[src/rtl/clock_command_parser.sv]
// ASCII command parser feeding the digital clock's time/date load, alarm,
// timer and 12/24-hour display-mode controls. Only complete, range-checked
// commands reach the outputs.
module clock_command_parser #(
  parameter int unsigned YEAR_BASE = 2000,
  parameter int unsigned YEAR_MIN  = 2020,
  parameter int unsigned YEAR_MAX  = 2025
) (
  input  logic        clk,
  input  logic        reset,
  input  logic        cmd_valid,
  input  logic [7:0]  cmd_byte,
  output logic        cmd_ready,
  output logic [4:0]  set_hour,
  output logic [5:0]  set_min,
  output logic [5:0]  set_sec,
  output logic [4:0]  set_day,
  output logic [3:0]  set_month,
  output logic [11:0] set_year,
  output logic        set_load,
  output logic [4:0]  alarm_hour,
  output logic [5:0]  alarm_min,
  output logic [5:0]  alarm_sec,
  output logic        alarm_enable,
  output logic [5:0]  timer_min,
  output logic [5:0]  timer_sec,
  output logic        timer_start,
  output logic        mode_24h,
  output logic        cmd_error
);

  localparam int unsigned FW = 7;  // two decimal digits, 0..99
  localparam int unsigned NF = 6;  // most fields any command carries

  typedef enum logic [2:0] {
    S_IDLE, S_SEP_OR_END, S_D_HI, S_D_LO, S_ERR, S_EXEC
  } state_t;

  state_t         state;
  logic [2:0]     mode;
  logic [2:0]     field_idx;
  logic [FW-1:0]  acc;
  logic [FW-1:0]  fields [NF];

  logic           accept_c, is_digit_c, is_lf_c, is_cr_c, is_sp_c, fields_ok_c;
  logic [3:0]     digit_c;
  logic [2:0]     n_fields_c;
  logic [11:0]    year_c;

  // Byte classification, per-mode field count and range check of the parsed fields
  always_comb begin
    accept_c    = cmd_valid && cmd_ready;
    is_digit_c  = (cmd_byte >= 8'h30) && (cmd_byte <= 8'h39);
    is_lf_c     = (cmd_byte == 8'h0A);
    is_cr_c     = (cmd_byte == 8'h0D);
    is_sp_c     = (cmd_byte == 8'h20);
    digit_c     = 4'(cmd_byte - 8'h30);
    year_c      = 12'(YEAR_BASE) + 12'(fields[5]);
    n_fields_c  = 3'd0;
    fields_ok_c = 1'b1;
    case (mode)
      3'd3: begin
        n_fields_c  = 3'd6;
        fields_ok_c = (fields[0] <= 7'd23) && (fields[1] <= 7'd59) && (fields[2] <= 7'd59) &&
                      (fields[3] >= 7'd1) && (fields[3] <= 7'd31) &&
                      (fields[4] >= 7'd1) && (fields[4] <= 7'd12) &&
                      (year_c >= 12'(YEAR_MIN)) && (year_c <= 12'(YEAR_MAX));
      end
      3'd4: begin
        n_fields_c  = 3'd3;
        fields_ok_c = (fields[0] <= 7'd23) && (fields[1] <= 7'd59) && (fields[2] <= 7'd59);
      end
      3'd5: begin
        n_fields_c  = 3'd2;
        fields_ok_c = (fields[0] <= 7'd59) && (fields[1] <= 7'd59);
      end
      default: ;
    endcase
  end

  // Parser FSM with registered commit of control outputs
  always_ff @(posedge clk) begin
    if (reset) begin
      state        <= S_IDLE;
      cmd_ready    <= 1'b1;
      mode         <= 3'd0;
      field_idx    <= 3'd0;
      acc          <= '0;
      for (int i = 0; i < NF; i++) fields[i] <= '0;
      set_hour     <= '0;
      set_min      <= '0;
      set_sec      <= '0;
      set_day      <= 5'd1;
      set_month    <= 4'd1;
      set_year     <= 12'(YEAR_MIN);
      set_load     <= 1'b0;
      alarm_hour   <= '0;
      alarm_min    <= '0;
      alarm_sec    <= '0;
      alarm_enable <= 1'b0;
      timer_min    <= '0;
      timer_sec    <= '0;
      timer_start  <= 1'b0;
      mode_24h     <= 1'b0;
      cmd_error    <= 1'b0;
    end else begin
      set_load    <= 1'b0;
      timer_start <= 1'b0;
      cmd_error   <= 1'b0;
      case (state)
        S_IDLE: begin
          if (accept_c && !is_cr_c) begin
            if (is_digit_c && cmd_byte <= 8'h36) begin
              mode      <= 3'(cmd_byte - 8'h30);
              field_idx <= 3'd0;
              state     <= S_SEP_OR_END;
            end else if (!is_lf_c) begin
              state <= S_ERR;
            end
          end
        end
        S_SEP_OR_END: begin
          if (accept_c && !is_cr_c) begin
            if (is_sp_c && field_idx < n_fields_c) begin
              state <= S_D_HI;
            end else if (is_lf_c && field_idx == n_fields_c) begin
              state     <= S_EXEC;
              cmd_ready <= 1'b0;
            end else if (is_lf_c) begin
              // Terminator already consumed: report now rather than wait for another LF
              cmd_error <= 1'b1;
              state     <= S_IDLE;
            end else begin
              state <= S_ERR;
            end
          end
        end
        S_D_HI: begin
          if (accept_c && !is_cr_c) begin
            if (is_digit_c) begin
              acc   <= 7'(digit_c) * 7'd10;
              state <= S_D_LO;
            end else if (is_lf_c) begin
              cmd_error <= 1'b1;
              state     <= S_IDLE;
            end else begin
              state <= S_ERR;
            end
          end
        end
        S_D_LO: begin
          if (accept_c && !is_cr_c) begin
            if (is_digit_c) begin
              fields[field_idx] <= acc + 7'(digit_c);
              field_idx         <= field_idx + 3'd1;
              state             <= S_SEP_OR_END;
            end else if (is_lf_c) begin
              cmd_error <= 1'b1;
              state     <= S_IDLE;
            end else begin
              state <= S_ERR;
            end
          end
        end
        S_ERR: begin
          if (accept_c && is_lf_c) begin
            cmd_error <= 1'b1;
            state     <= S_IDLE;
          end
        end
        S_EXEC: begin
          cmd_ready <= 1'b1;
          state     <= S_IDLE;
          if (!fields_ok_c) begin
            cmd_error <= 1'b1;
          end else begin
            case (mode)
              3'd0: alarm_enable <= 1'b0;
              3'd1: mode_24h     <= 1'b0;
              3'd2: mode_24h     <= 1'b1;
              3'd3: begin
                set_hour  <= 5'(fields[0]);
                set_min   <= 6'(fields[1]);
                set_sec   <= 6'(fields[2]);
                set_day   <= 5'(fields[3]);
                set_month <= 4'(fields[4]);
                set_year  <= year_c;
                set_load  <= 1'b1;
              end
              3'd4: begin
                alarm_hour   <= 5'(fields[0]);
                alarm_min    <= 6'(fields[1]);
                alarm_sec    <= 6'(fields[2]);
                alarm_enable <= 1'b1;
              end
              3'd5: begin
                timer_min   <= 6'(fields[0]);
                timer_sec   <= 6'(fields[1]);
                timer_start <= 1'b1;
              end
              3'd6: begin
                set_hour  <= '0;
                set_min   <= '0;
                set_sec   <= '0;
                set_day   <= 5'd1;
                set_month <= 4'd1;
                set_year  <= 12'd2024;
                set_load  <= 1'b1;
              end
              default: ;
            endcase
          end
        end
        default: state <= S_IDLE;
      endcase
    end
  end

endmodule

[config.mk]
export PLATFORM = sky130hd
export DESIGN_NAME = clock_command_parser
export DESIGN_NICKNAME = d
export VERILOG_FILES = /design/src/rtl/clock_command_parser.sv
export SDC_FILE = /design/constraint.sdc
export NUM_CORES = 1
export LEC_CHECK = 0
export CELL_PAD_IN_SITES_DETAIL_PLACEMENT = 0
export CELL_PAD_IN_SITES_GLOBAL_PLACEMENT = 2
export CORE_UTILIZATION = 25
export CTS_CLUSTER_DIAMETER = 200
export DETAILED_ROUTE_END_ITERATION = 8
export GPL_TIMING_DRIVEN = 0
export HOLD_SLACK_MARGIN = 0.06
export PLACE_DENSITY = 0.57
export SLEW_MARGIN = 20
export SYNTH_ARGS = -nofsm -noshare
export SYNTH_HDL_FRONTEND = slang
export SYNTH_SLANG_ARGS = --single-unit
[constraint.sdc]
create_clock -name clk -period 2.75 [get_ports clk]
set_input_delay 0.4125 -clock clk [delete_from_list [all_inputs] [get_ports clk]]
set_output_delay 0.4125 -clock clk [all_outputs]
set_load 0.01 [all_outputs]
==> results.sh <==
export IMPL_status="finished, final reports clean"
export IMPL_grt_max_degree=17
export IMPL_postSynthCellCount=554
export IMPL_path_max_fanout=10
export IMPL_die_y_um=154
export IMPL_setup_viol=0
export IMPL_worst_ep_arrival_time_ns=2.91
export IMPL_layout_nets=689
export IMPL_drv_slew=0
export IMPL_ys_warn_count=0
export IMPL_hpwlAfterDp_um=13600
export IMPL_layout_common_cells="dfxtp_1, clkdlybuf4s50_1, nor2_1"
export IMPL_ys_ff_latch=128
export IMPL_drive_above_1_share=0.135
export IMPL_seq_area_frac_synth=0.516
export IMPL_fmax_ghz=0.379
export IMPL_clockBufferDepth=2
export IMPL_overflow=0
export IMPL_worstHoldPathCells=1
export IMPL_routedWlPerCell_um=18.5
export IMPL_finClkSkew_ns=0.0112
export IMPL_critPathCaptureType="flip-flop"
export IMPL_rsz0062_at_grt="true"
export IMPL_antenna_found_initial=0
export IMPL_initial_core_util=0.255
export IMPL_cts_sinks=128
export IMPL_clk_latency_ns=0.42
export IMPL_holdWs_ns=0.446
export IMPL_fin_crit_sh=0.960
export IMPL_firstDrtPassIters=5
export IMPL_num_rows=55
export IMPL_die_w_um=154
export IMPL_ys_flop_type="dfxtp_1"
export IMPL_port_buffers=83
export IMPL_fp_coreArea_um2=22600
export IMPL_synth_area_um2=5780
export IMPL_min_period_ns=2.64
export IMPL_leakage_nw=2.62
export IMPL_design_area_um2=7690
export IMPL_critPathRequiredTime_ns=3.02
export IMPL_grt_pass1_wl_um=26900
export IMPL_cap_violations=0
export IMPL_hold_buffers=0
export IMPL_utilization=0.340
export IMPL_diodes=0
export IMPL_gp_congestion=0.748
export IMPL_io_pin_count=84
export IMPL_async_reset_ff_frac=0
export IMPL_track_usage=0.155
export IMPL_hold_class="flip-flop to flip-flop"
export IMPL_routed_wl_um=17700
export IMPL_drc_errors=0
export IMPL_via_per_inst=4.62
export IMPL_cts_tree="yes"
export IMPL_cts_buffers=17
export IMPL_layout_commonest_cell="dfxtp_1"
export IMPL_ir_drop_mv=0.381
export IMPL_syn_num_nets=581
export IMPL_vias=4434
export IMPL_root_buffer="clkbuf_16"
export IMPL_syn2layout_area_growth_pct=33.2
export IMPL_setup_tns_ns=0
export IMPL_path_clk_slew_ns=0.05
export IMPL_worstRegToRegCells=9
export IMPL_grt_pass1_vias=4427
export IMPL_postRouteAntennaNets=0
export IMPL_hold_violations=0
export IMPL_worstSetupStartpointType="flip-flop"
export IMPL_tightest_slew_ns=1.05
export IMPL_critPathSlowestCell="or4_4"
export IMPL_crit_top_cell="buf_4"
export IMPL_drtIter0Drc=214
export IMPL_avgSynthCellArea_um2=10.4
export IMPL_crit_type="flip-flop to flip-flop"
export IMPL_synth_cell_types=65
export IMPL_place_area_um2=6960
export IMPL_cp_cell_sequence="buf_4, ha_1, nor3b_1, o2111ai_1, or4_4, buf_6, a211oi_4, buf_4, o32ai_1"
export IMPL_ctsHtreeMaxLevel=4
export IMPL_dieArea_um2=23700
export IMPL_synth_edf_count=42
export IMPL_max_stage_delay_ns=0.52
export IMPL_power_density_nw_per_um2=567
export IMPL_slew_headroom=0.300
## timing repair
item,CTS,global route
pin swaps,1,2
setup buffers,1,5
gates resized for setup,18,11
endpoints found under the setup margin,112,112
## area by class of cell
type / count / area, µm²
fill: 2306 / 14900
clock inverter: 5 / 51.3
tap: 285 / 357
sequential: 128 / 2980
clock buffer: 26 / 510
multi-input combinational: 349 / 2540
inverter: 44 / 165
timing repair buffer: 89 / 888
buffer: 33 / 196
## logic make-up after synthesis
kind of cell / after synthesis / synth area share
buffers and inverters: 77 / 0.0602
AND/OR/NAND/NOR: 207 / 0.172
flip-flops: 128 / 0.516
multiplexers: 35 / 0.0606
adder cells (fa/ha/maj): 16 / 0.0373
AO/OA/AOI/OAI: 84 / 0.143
XOR/XNOR: 7 / 0.0106
## flip-flops by register name, indices dropped and copies added (netlist names), 6 cells and up
name,count
set_sec,6
set_year,10
acc,6
alarm_min,6
alarm_sec,6
set_min,6
fields,42
timer_sec,6
timer_min,6
## synth_stat cells, drive strengths merged, types with 3 or more instances
cell | count | area, µm²
dfxtp | 86 | 1720
nor2 | 67 | 251
nand2 | 62 | 233
inv | 43 | 161
edfxtp | 42 | 1260
mux2i | 35 | 350
o32ai | 27 | 394
clkbuf | 19 | 71.3
buf | 14 | 111
ha | 14 | 175
o21ai | 14 | 70.1
nand3 | 11 | 55.1
nor3 | 11 | 55.1
nand2b | 10 | 62.6
a21oi | 9 | 45.0
and2 | 8 | 50.1
nor3b | 6 | 45.0
xnor2 | 6 | 52.6
a211oi | 5 | 60.1
nand3b | 5 | 41.3
a211o | 3 | 35.0
a41o | 3 | 30.0
and3 | 3 | 18.8
nand4 | 3 | 18.8
nor2b | 3 | 18.8
nor4b | 3 | 26.3
or3 | 3 | 18.8
or4 | 3 | 22.5
## worst max-delay path, delay by kind of cell, from the launching register on
family | cells | cell delay (ns)
buffers and inverters | 3 | 0.59
AND/OR/NAND/NOR | 2 | 0.72
flip-flops | 1 | 0.41
adder cells (fa/ha/maj) | 1 | 0.19
AO/OA/AOI/OAI | 3 | 0.58
## path summary, 6_finish.rpt
check / end / startpoint / slack (ns)
max: set_hour[3] / fields[5][5] / 0.11
min reg2reg: set_year[6] / set_year[6] / 0.45
min: set_year[6] / set_year[6] / 0.45
max reg2reg: set_hour[3] / fields[5][5] / 0.11
## report_power, final
group          internal (mW)  switching (mW)  total, mW
clock network           1.36           0.801       2.16
logic                 0.0663           0.121      0.187
registers               1.98          0.0333       2.02
total                   3.41           0.955       4.36
## metrics by stage
step	cells	power (mW)	setup slack, ns
after global placement	922	2.23	-0.938
after global routing	959	4.53	-0.0232
after CTS	954	4.42	-0.0464
after floorplan	554	2.14	0.252
final	959	4.36	0.111
after detailed placement	922	2.24	-0.999
## per-layer routing
metal | vias to the layer above | GRT usage | share of wire
li1 | 2176 | - | -
met1 | 2138 | 0.199 | 0.47
met2 | 104 | 0.256 | 0.48
met3 | 16 | 0.0285 | 0.033
met4 | 0 | 0.0590 | 0.015
met5 | - | 0 | 0
(Power assumes the default switching activity.)
